===== config.mk =====
export PLATFORM = sky130hd
export DESIGN_NAME = rob_tag_allocator
export DESIGN_NICKNAME = d
export VERILOG_FILES = /design/src/rtl/rob_tag_allocator.sv
export SDC_FILE = /design/constraint.sdc
export NUM_CORES = 1
export LEC_CHECK = 0
export CAP_MARGIN = 0
export CORE_UTILIZATION = 40
export CTS_BUF_LIST = sky130_fd_sc_hd__clkbuf_2 sky130_fd_sc_hd__clkbuf_4 sky130_fd_sc_hd__clkbuf_8
export DETAILED_ROUTE_END_ITERATION = 10
export PLACE_DENSITY = 0.65
export SLEW_MARGIN = 20
export SYNTH_ARGS = -nofsm -noshare
export SYNTH_HDL_FRONTEND = slang
export SYNTH_SLANG_ARGS = --single-unit

===== constraint.sdc =====
create_clock -name clk_i -period 6.61 [get_ports clk_i]
set_input_delay 0.9915 -clock clk_i [delete_from_list [all_inputs] [get_ports clk_i]]
set_output_delay 0.9915 -clock clk_i [all_outputs]
set_load 0.01 [all_outputs]

===== src/rtl/rob_tag_allocator.sv =====
// Dispatch-side ROB tag allocator: hands out tags 1..ROB_NUM-1 in circular order and reclaims them on commit.
// Optional performance counters are enabled by defining ROB_ALLOC_PERF_EN.

module rob_tag_allocator_chk #(
   parameter int ROB_NUM = 64,
   parameter int ROB_SEL = 6
) (
   input logic               clk_i,
   input logic               reset_i,
   input logic               flush_i,
   input logic [1:0]         req_num_i,
   input logic [1:0]         comnum_i,
   input logic [ROB_SEL-1:0] free_cnt,
   input logic [ROB_SEL:0]   free_sum
);
   localparam logic [ROB_SEL:0] LAST_W = (ROB_SEL+1)'(ROB_NUM - 1);

   // Illegal-input checks on dispatch requests, commit count and free-count overflow
   always_ff @(posedge clk_i) begin
      if (!reset_i) begin
         assert (req_num_i != 2'd3)
            else $error("rob_tag_allocator: req_num_i==3");
         assert ((ROB_SEL+1)'(comnum_i) <= (LAST_W - {1'b0, free_cnt}))
            else $error("rob_tag_allocator: comnum_i exceeds in-flight count");
         assert (flush_i || (free_sum <= LAST_W))
            else $error("rob_tag_allocator: free count overflow");
      end
   end
endmodule

module rob_tag_allocator #(
   parameter int ROB_NUM = 64,
   parameter int ROB_SEL = 6
) (
   input  logic               clk_i,
   input  logic               reset_i,
   input  logic [1:0]         req_num_i,
   input  logic               stall_i,
   input  logic [1:0]         comnum_i,
   input  logic [ROB_SEL-1:0] commit_ptr_i,
   input  logic               flush_i,
   output logic               alloc_ok_o,
   output logic               dp1_o,
   output logic               dp2_o,
   output logic [ROB_SEL-1:0] dp1_addr_o,
   output logic [ROB_SEL-1:0] dp2_addr_o,
   output logic [ROB_SEL-1:0] free_cnt_o,
   output logic               full_o,
   output logic               empty_o
`ifdef ROB_ALLOC_PERF_EN
   ,
   output logic [31:0]        stall_cnt_o,
   output logic [31:0]        full_cyc_cnt_o
`endif
);
   localparam int               CW   = ROB_SEL + 1;
   localparam logic [ROB_SEL-1:0] LAST = ROB_SEL'(ROB_NUM - 1);
   localparam logic [ROB_SEL-1:0] ONE  = ROB_SEL'(1);

   // Tag 0 is reserved, so the successor of the last tag wraps to 1.
   function automatic logic [ROB_SEL-1:0] inc_tag(input logic [ROB_SEL-1:0] x);
      if (x == LAST) begin
         return ONE;
      end else begin
         return x + ONE;
      end
   endfunction

   logic [ROB_SEL-1:0] alloc_ptr_r;
   logic [ROB_SEL-1:0] free_cnt_r;
   logic [ROB_SEL-1:0] ptr_plus1_s;
   logic [ROB_SEL-1:0] ptr_plus2_s;
   logic [ROB_SEL-1:0] ptr_next_s;
   logic [ROB_SEL-1:0] flush_ptr_s;
   logic [1:0]         grant_num_s;
   logic [CW-1:0]      free_sum_s;

   // Grant decision and dispatch outputs; grant uses the registered free count only
   always_comb begin
      alloc_ok_o = (req_num_i != 2'd0) && !stall_i && !flush_i && !reset_i &&
                   (ROB_SEL'(req_num_i) <= free_cnt_r);
      dp1_o      = alloc_ok_o && (req_num_i >= 2'd1);
      dp2_o      = alloc_ok_o && (req_num_i == 2'd2);
      ptr_plus1_s = inc_tag(alloc_ptr_r);
      ptr_plus2_s = inc_tag(ptr_plus1_s);
      dp1_addr_o = alloc_ptr_r;
      dp2_addr_o = ptr_plus1_s;
      free_cnt_o = free_cnt_r;
      full_o     = (free_cnt_r == {ROB_SEL{1'b0}});
      empty_o    = (free_cnt_r == LAST);
   end

   // Next pointer / free count for normal and flush cycles
   always_comb begin
      grant_num_s = 2'd0;
      ptr_next_s  = alloc_ptr_r;
      flush_ptr_s = commit_ptr_i;
      if (alloc_ok_o) begin
         grant_num_s = req_num_i;
      end else begin
         grant_num_s = 2'd0;
      end
      case (grant_num_s)
         2'd1:    ptr_next_s = ptr_plus1_s;
         2'd2:    ptr_next_s = ptr_plus2_s;
         default: ptr_next_s = alloc_ptr_r;
      endcase
      // A commit in the flush cycle moves the restart point past the retired entries.
      case (comnum_i)
         2'd1:    flush_ptr_s = inc_tag(commit_ptr_i);
         2'd2:    flush_ptr_s = inc_tag(inc_tag(commit_ptr_i));
         default: flush_ptr_s = commit_ptr_i;
      endcase
      free_sum_s = {1'b0, free_cnt_r} - CW'(grant_num_s) + CW'(comnum_i);
   end

   // Allocation pointer and free-count state
   always_ff @(posedge clk_i) begin
      if (reset_i) begin
         alloc_ptr_r <= ONE;
         free_cnt_r  <= LAST;
      end else if (flush_i) begin
         alloc_ptr_r <= flush_ptr_s;
         free_cnt_r  <= LAST;
      end else begin
         alloc_ptr_r <= ptr_next_s;
         free_cnt_r  <= free_sum_s[ROB_SEL-1:0];
      end
   end

`ifdef ROB_ALLOC_PERF_EN
   logic [31:0] stall_cnt_r;
   logic [31:0] full_cyc_cnt_r;

   // Saturating denial and full-cycle counters
   always_ff @(posedge clk_i) begin
      if (reset_i) begin
         stall_cnt_r    <= 32'd0;
         full_cyc_cnt_r <= 32'd0;
      end else begin
         if ((req_num_i != 2'd0) && !alloc_ok_o && !flush_i && (stall_cnt_r != 32'hFFFF_FFFF)) begin
            stall_cnt_r <= stall_cnt_r + 32'd1;
         end
         if (full_o && (full_cyc_cnt_r != 32'hFFFF_FFFF)) begin
            full_cyc_cnt_r <= full_cyc_cnt_r + 32'd1;
         end
      end
   end

   assign stall_cnt_o    = stall_cnt_r;
   assign full_cyc_cnt_o = full_cyc_cnt_r;
`endif

   rob_tag_allocator_chk #(
      .ROB_NUM (ROB_NUM),
      .ROB_SEL (ROB_SEL)
   ) u_chk (
      .clk_i     (clk_i),
      .reset_i   (reset_i),
      .flush_i   (flush_i),
      .req_num_i (req_num_i),
      .comnum_i  (comnum_i),
      .free_cnt  (free_cnt_r),
      .free_sum  (free_sum_s)
   );
endmodule


=== Yosys cells after proc, flatten, opt, wreduce, memory -nomap -nowiden ===
Index checks and enable logic that the tools add are counted.
Widths: inputs -> output; s select.

* Register bits: 12
* Output and inout port bits: 23
* Word-level logic and storage cells: 42

* $add $sub $neg: 6
* Order comparisons: 2
* Equal/unequal tests: 10
* Multiplexer cells: 9
* Reduce and logical (&&, ||, !) cells: 13

{| class="wikitable"
|+ Operators by type and width
! operator !! number
|-
| $mux 6 || 6
|-
| $eq 6x6->1 const B || 5
|-
| $add 6x1->6 const B || 4
|-
| $pmux 6 s2 || 2
|-
| $add 6x2->6 || 1
|-
| $eq 2x2->1 const B || 3
|-
| $le 2x6->1 || 1
|-
| $logic_and 1x1->1 || 6
|-
| $logic_not 6->1 || 1
|-
| $sub 6x2->6 || 1
|-
| $eq 2x1->1 const B || 2
|-
| $logic_not 1->1 || 3
|-
| $reduce_bool 3->1 || 1
|-
| $ge 2x1->1 const B || 1
|-
| $mux 2 || 1
|-
| $reduce_bool 2->1 || 1
|-
| $reduce_or 2->1 || 1
|}

=== Longest topological paths before layout ===
Gate-level depths: netlist (run 1).

* Depth in word-level cells: 9
* Mapped depth: 17

=== Worst setup path after synthesis (run 1) ===
OpenSTA, ideal clock, no wires.

* Kind: input to register
* From: input req_num_i[1]
* To: register free_cnt_r[5] (netlist: free_cnt_o[5])
* Library setup time: 0.128 ns
* Arrival time: 3.426 ns
* Data required time: 6.482 ns
* Setup slack: 3.055 ns
* Cell stages on the path: 13
* Path buffers: 0
* Cells stage by stage: ha_1 -> nor2b_1 -> o2111ai_1 -> and3_1 -> fa_1 -> inv_1 -> ha_1 -> a21o_1 -> a21oi_1 -> o21bai_1 -> a21oi_1 -> xnor2_1 -> nand2_1

* Word-level cells in the longest chain between the ends: 8
* Elaborated cells between the ends (all ways): 9
* Classes of those cells: add/sub (2); order compare (1); mux (1); reduce/logical (5)

{| class="wikitable"
|+ RTL lines
! what !! line !! RTL
|-
| start: declaration || 37 || <nowiki>input logic [1:0] req_num_i,</nowiki>
|-
| branches (longest 5 deep; another with $le 2x6->1) || - ||
|-
| $mux 2 * || 98 || <nowiki>if (alloc_ok_o) begin</nowiki>
|-
| $sub 6x2->6 * || 114 || <nowiki>free_sum_s = {1'b0, free_cnt_r} - CW'(grant_num_s) + CW'(comnum_i);</nowiki>
|-
| $add 6x2->6 * || 114 ||
|-
| end signal: assignment || 127 || <nowiki>free_cnt_r <= free_sum_s[ROB_SEL-1:0];</nowiki>
|-
| end: declaration || 70 || <nowiki>logic [ROB_SEL-1:0] free_cnt_r;</nowiki>
|}

Mark *: on every way between the ends.
A chain may end at the register's enable or synchronous reset.

=== Final worst setup path (run 1) ===
* From: input req_num_i[1]
* To: output alloc_ok_o

* Word-level cells in the longest chain between the ends: 5
* Elaborated cells between the ends (all ways): 6
* Classes of those cells: order compare (1); reduce/logical (5)

{| class="wikitable"
|+ RTL lines
! what !! line !! RTL
|-
| branches (longest 4 deep; another with $le 2x6->1) || - ||
|-
| $logic_and 1x1->1 * || 80 || <nowiki>alloc_ok_o = (req_num_i != 2'd0) && !stall_i && !flush_i && !reset_i &&</nowiki>
|-
| end: declaration || 42 || <nowiki>output logic alloc_ok_o,</nowiki>
|}

Marked as above.

==> reports/results.ini, run 1 <==
[outcome]
outcome=finished clean

[pwr]
switchingPower_uw=124
intPower_uw=210
switching_share_pct=37.1
pwr-share-comb_pct=52.1
p_leak_nw=0.935
power.total_uw=335
ir_drop_uv=82.1
clkPwrFrac_pct=19.6
pwr-share-seq_pct=28.2
p_per_area_nw_per_um2=162

[clock_tree]
cts_buffers=3
cts_tree=yes
insertion_delay_ps=240
cts_root_buf=clkbuf_8
clock_sinks=12
cts_buffer_depth=2
postCtsSetupBuffers=0
cts_max_level=1
clk_pin_slew_worst_paths_ps=50
postCtsResizedCells=0
postCtsHoldBufs=0

[drt]
drc_errors=0
first_iter_violations=132
firstDrtPassIters=4
wirelength_um=4010
via_per_inst=5.48
ant_nets=0
vias=1692
wl_per_cell_um=13.0

[final_layout]
diodes=0
fin_util_pct=52.0
stdcell_count=309
final_cell_mix=36 x clkdlybuf4s50_1, 27 x inv_1, 23 x nand2_1, 18 x ha_1, 14 x a21oi_1
final_area_um2=2070
area_growth_pct=25.1
final_common_cell=clkdlybuf4s50_1
drive_gt1_share_pct=3.09
layout.nets=295

[die]
die_x_um=66.3
core_um2=3970
dieArea_um2=4390
row_count=23
start_util_pct=41.6
pin_count=37
die_y_um=66.3

[sta]
fin_crit_sh_pct=64.8
fin_tns_setup_ps=0
drv_slew=0
fin_crit_ps=4290
whs_ps=654
layout_setup_ws_ps=2320
finalSetupViolCount=0
rsz0062_at_grt=no
maxClockFrequency_ghz=0.233
slew_headroom_pct=66.7
hold_violations=0
finClkSkew_ps=6.26
tightest_slew_ps=495

[critical_path]
arrival_ps=3290
critPathCaptureType=output pin
crit_type=input pin to output pin
r2r_slack_ps=3430
cp_max_fo=9
required_ps=5620
r2r_cells=14
startpoint_type=input pin

[synthesis]
yosys_warnings=0
ys_seq_elements=12
synth_area_um2=1650
syn_nets=263
yosysSeqAreaShare_pct=14.5
syn_inst=229
syn_avg_cell_area_um2=7.22
synth_ff_type=dfxtp_1
synth_edf_count=0
yosysUniqueCellTypes=55
async_flop_share_pct=0

[flow_run]
drv_cap=0

[placed_design]
port_buffers=36
place.gp.congestion=0.870
placed_cells=306
dpl.hpwl_um=3110
placed_area_um2=2030
pre_cts_slack_ps=2210

[global_routing]
overflow=0
antenna_found_initial=0
grt_first_pass_wirelength_um=6640
grt_max_degree=14
grt_pass1_vias=1459
grt_usage_pct=19.3

[hold_path]
holdCritPathClass=flip-flop to flip-flop
hold_depth=4

[final cells by class]
type / count / area [um2]
clock buffer: 3 / 41.3
fill: 407 / 1900
inverter: 27 / 101
multi-input combinational: 181 / 1260
sequential: 12 / 240
tap: 50 / 62.6
timing repair buffer: 36 / 360
[path summary, 6_finish.rpt]
path,from,to
hold reg to reg,free_cnt_o[5],free_cnt_o[5]
setup reg to reg,free_cnt_o[1],free_cnt_o[5]
setup / recovery,req_num_i[1],alloc_ok_o
hold / removal,free_cnt_o[5],free_cnt_o[5]
[cell usage after synthesis, types with 2 or more instances]
| library cell | count | area (um2) |
|---|---|---|
| a21boi_0 | 2 | 15.0 |
| a21o_1 | 5 | 37.5 |
| a21oi_1 | 14 | 70.1 |
| a311oi_1 | 2 | 17.5 |
| a31oi_1 | 4 | 25.0 |
| a41oi_1 | 2 | 17.5 |
| and2_1 | 3 | 18.8 |
| and3_1 | 5 | 31.3 |
| buf_2 | 4 | 20.0 |
| clkbuf_1 | 3 | 11.3 |
| dfxtp_1 | 12 | 240 |
| fa_1 | 2 | 40.0 |
| ha_1 | 18 | 225 |
| inv_1 | 27 | 101 |
| nand2_1 | 23 | 86.3 |
| nand2b_1 | 7 | 43.8 |
| nand3_1 | 12 | 60.1 |
| nor2_1 | 13 | 48.8 |
| nor2b_1 | 5 | 31.3 |
| nor3_1 | 7 | 35.0 |
| nor4_1 | 2 | 12.5 |
| o2111ai_1 | 2 | 17.5 |
| o211a_1 | 2 | 20.0 |
| o211ai_1 | 3 | 22.5 |
| o21a_1 | 2 | 15.0 |
| o21ai_0 | 6 | 30.0 |
| o221ai_1 | 2 | 17.5 |
| o22ai_1 | 3 | 18.8 |
| o311a_1 | 2 | 20.0 |
| o31ai_1 | 2 | 15.0 |
| xnor2_1 | 6 | 52.6 |
| xor2_1 | 4 | 35.0 |
[worst max-delay path, cell delays in order]
cell             delay [ps]
clkdlybuf4s50_1         620
ha_1                    290
nor2b_1                 130
o2111ai_1               350
nand2_1                 230
nor2_1                  150
clkdlybuf4s50_1         540
[state kept, by name, summed over array words and instances, names as in the netlist]
| signal | count |
|---|---|
| dp1_addr_o | 6 |
| free_cnt_o | 6 |
[cell families after synthesis]
family	Yosys count	synth area share, %
muxes	1	0.606
buffers and inverters	36	9.16
and+or+nand+nor	85	26.1
AOI/OAI and AO/OA	65	28.2
adders and majority gates	20	16.0
xor gates and xnor gates	10	5.30
DFF	12	14.5
[metal layers]
layer	track usage [%]	vias to the layer above	share of wire [%]
li1	-	885	-
met1	26.9	757	51
met2	30.7	46	44
met3	1.90	4	4.0
met4	6.12	0	1.2
met5	0	-	0
[power groups by stage]
stage	combinational, mW	sequential [mW]	clock [mW]
6_report	0.174	0.0945	0.0657
5_1_grt	0.196	0.0968	0.0691
4_1_cts	0.175	0.0946	0.0667
3_5_place_dp	0.173	0.0961	0
3_3_place_gp	0.172	0.0959	0
2_1_floorplan	0.109	0.0968	0
Power figures use the tool's default switching activity.
==> run 2: changes to the inputs <==
--- a/config.mk
+++ b/config.mk
@@ -9,7 +9,7 @@
 export CORE_UTILIZATION = 40
 export CTS_BUF_LIST = sky130_fd_sc_hd__clkbuf_2 sky130_fd_sc_hd__clkbuf_4 sky130_fd_sc_hd__clkbuf_8
 export DETAILED_ROUTE_END_ITERATION = 10
-export PLACE_DENSITY = 0.65
+export PLACE_DENSITY = 0.67
 export SLEW_MARGIN = 20
 export SYNTH_ARGS = -nofsm -noshare
 export SYNTH_HDL_FRONTEND = slang
==> constraint.sdc (replaced) <==
create_clock -name clk_i -period 3.44 [get_ports clk_i]
set_input_delay 0.516 -clock clk_i [delete_from_list [all_inputs] [get_ports clk_i]]
set_output_delay 0.516 -clock clk_i [all_outputs]
set_load 0.01 [all_outputs]
==> run 2 against run 1 <==
Effect of this change: total power increased by 99%; count of clock-buffer cells in the layout did not move; sequential power up 92%; cell count up 3.6%; first-iteration DRC count grew 11%; largest power group unchanged; highest routed layer is now met3.
==> reports/results.ini, run 2 (synthesis results as in run 1) <==
[outcome]
outcome=finished clean

[sta]
fin_crit_sh_pct=93.2
fin_tns_setup_ps=0
tightest_slew_ps=452
whs_ps=655
finalSetupViolCount=0
hold_violations=0
drv_slew=0
finClkSkew_ps=10.9
maxClockFrequency_ghz=0.312
slew_headroom_pct=69.7
fin_crit_ps=3210

[hold_path]
holdCritPathClass=flip-flop to flip-flop
worst_hold_startpoint=free_cnt_o[5]

[die]
die_y_um=66.3
pin_count=37
start_util_pct=41.6
die_x_um=66.3
dieArea_um2=4390
row_count=23
core_um2=3970

[pwr]
ir_drop_uv=113
p_per_area_nw_per_um2=309
p_leak_nw=0.988

[final_layout]
stdcell_count=320
drive_gt1_share_pct=7.78
final_area_um2=2160
layout.nets=306
fin_util_pct=54.3
final_common_cell=clkdlybuf4s50_1
area_growth_pct=30.5
final_cell_mix=36 x clkdlybuf4s50_1, 27 x inv_1, 23 x nand2_1, 18 x ha_1, 13 x nor2_1
diodes=0

[critical_path]
arrival_ps=3320
cp_slowest_cell=fa_1
critPathCaptureType=flip-flop
reg2reg_from=free_cnt_o[1]
crit_type=input pin to flip-flop
crit_chain=clkdlybuf4s50_1 -> inv_1 -> ha_1 -> nand2_1 -> o2111ai_1 -> and3_1 -> fa_1 -> inv_1 -> ha_1 -> a21o_1 -> a21oi_2 -> o21bai_1 -> a21oi_2 -> xnor2_1 -> nand2_1
startpoint_type=input pin
required_ps=3560
cp-startpoint=req_num_i[0]
critPathMaxStageDelay_ps=510
cp_max_fo=2

[clock_tree]
cts_tree=yes
cts_buffer_depth=2
clock_sinks=12
insertion_delay_ps=240
clk_pin_slew_worst_paths_ps=60
postCtsSetupBuffers=0
cts_root_buf=clkbuf_8
cts_max_level=1
cts_buffers=3

[placed_design]
port_buffers=36
placed_cells=317
placed_area_um2=2110
dpl.hpwl_um=3220
place.gp.congestion=0.837

[drt]
first_iter_violations=147
firstDrtPassIters=5
wirelength_um=4090
via_per_inst=5.47
wl_per_cell_um=12.8
vias=1751
drc_errors=0
ant_nets=0

[global_routing]
grt_max_degree=13
antenna_found_initial=0
grt_usage_pct=19.5
overflow=0
grt_pass1_vias=1570
grt_first_pass_wirelength_um=6870

[flow_run]
drv_cap=0

run 2: changes by cell type in the layout (fill, tap and decap cells not counted):
| cell | before | now |
|---|---|---|
| a21oi_2 | 0 | 2 |
| buf_4 | 0 | 11 |
| a21oi_1 | 14 | 12 |
run 2: final timing paths:
check                       end  slack, ps  depth (start not counted)
setup / recovery  free_cnt_o[5]        230                         15
hold / removal    free_cnt_o[5]        660                          4
setup reg to reg  free_cnt_o[5]        520                         14
hold reg to reg   free_cnt_o[5]        660                          4
run 2: report_power, final:
part | internal [mW] | switching [mW] | total, mW
combinational | 0.185 | 0.173 | 0.358
clock | 0.0769 | 0.0506 | 0.128
sequential | 0.157 | 0.0239 | 0.181
total | 0.419 | 0.248 | 0.667
run 2: stage by stage:
stage / power [mW] / worst slack (ps)
floorplan: 0.395 / 361
finish: 0.667 / 235
global route: 0.719 / -5.51
global placement: 0.529 / 13.9
CTS: 0.657 / 215
detailed placement: 0.531 / -6.56
run 2: final cells by class:
| cell class | count | area [um2] |
|---|---|---|
| fill | 418 | 1810 |
| multi-input combinational | 181 | 1270 |
| timing repair buffer | 47 | 443 |
| sequential | 12 | 240 |
| inverter | 27 | 101 |
| tap | 50 | 62.6 |
| clock buffer | 3 | 41.3 |
run 2: repair_timing:
action	CTS	global route
endpoints found under the setup margin	0	1
resized for setup	0	2
hold buffers	0	0
run 2: per-layer routing:
metal / GRT usage [%] / part of all wire [%] / wire, um
met1: 27.4 / 51 / 2100
met2: 32.9 / 45 / 1840
met3: 0.517 / 3.5 / 145
met4: 3.99 / 0 / 0
met5: 0 / 0 / 0
run 2: critical path: cells and delay by family:
kind / cells / cell delay [ps]
adders and majority gates: 3 / 1070
buffers and inverters: 3 / 590
xor gates and xnor gates: 1 / 130
AOI/OAI and AO/OA: 5 / 690
and+or+nand+nor: 3 / 330
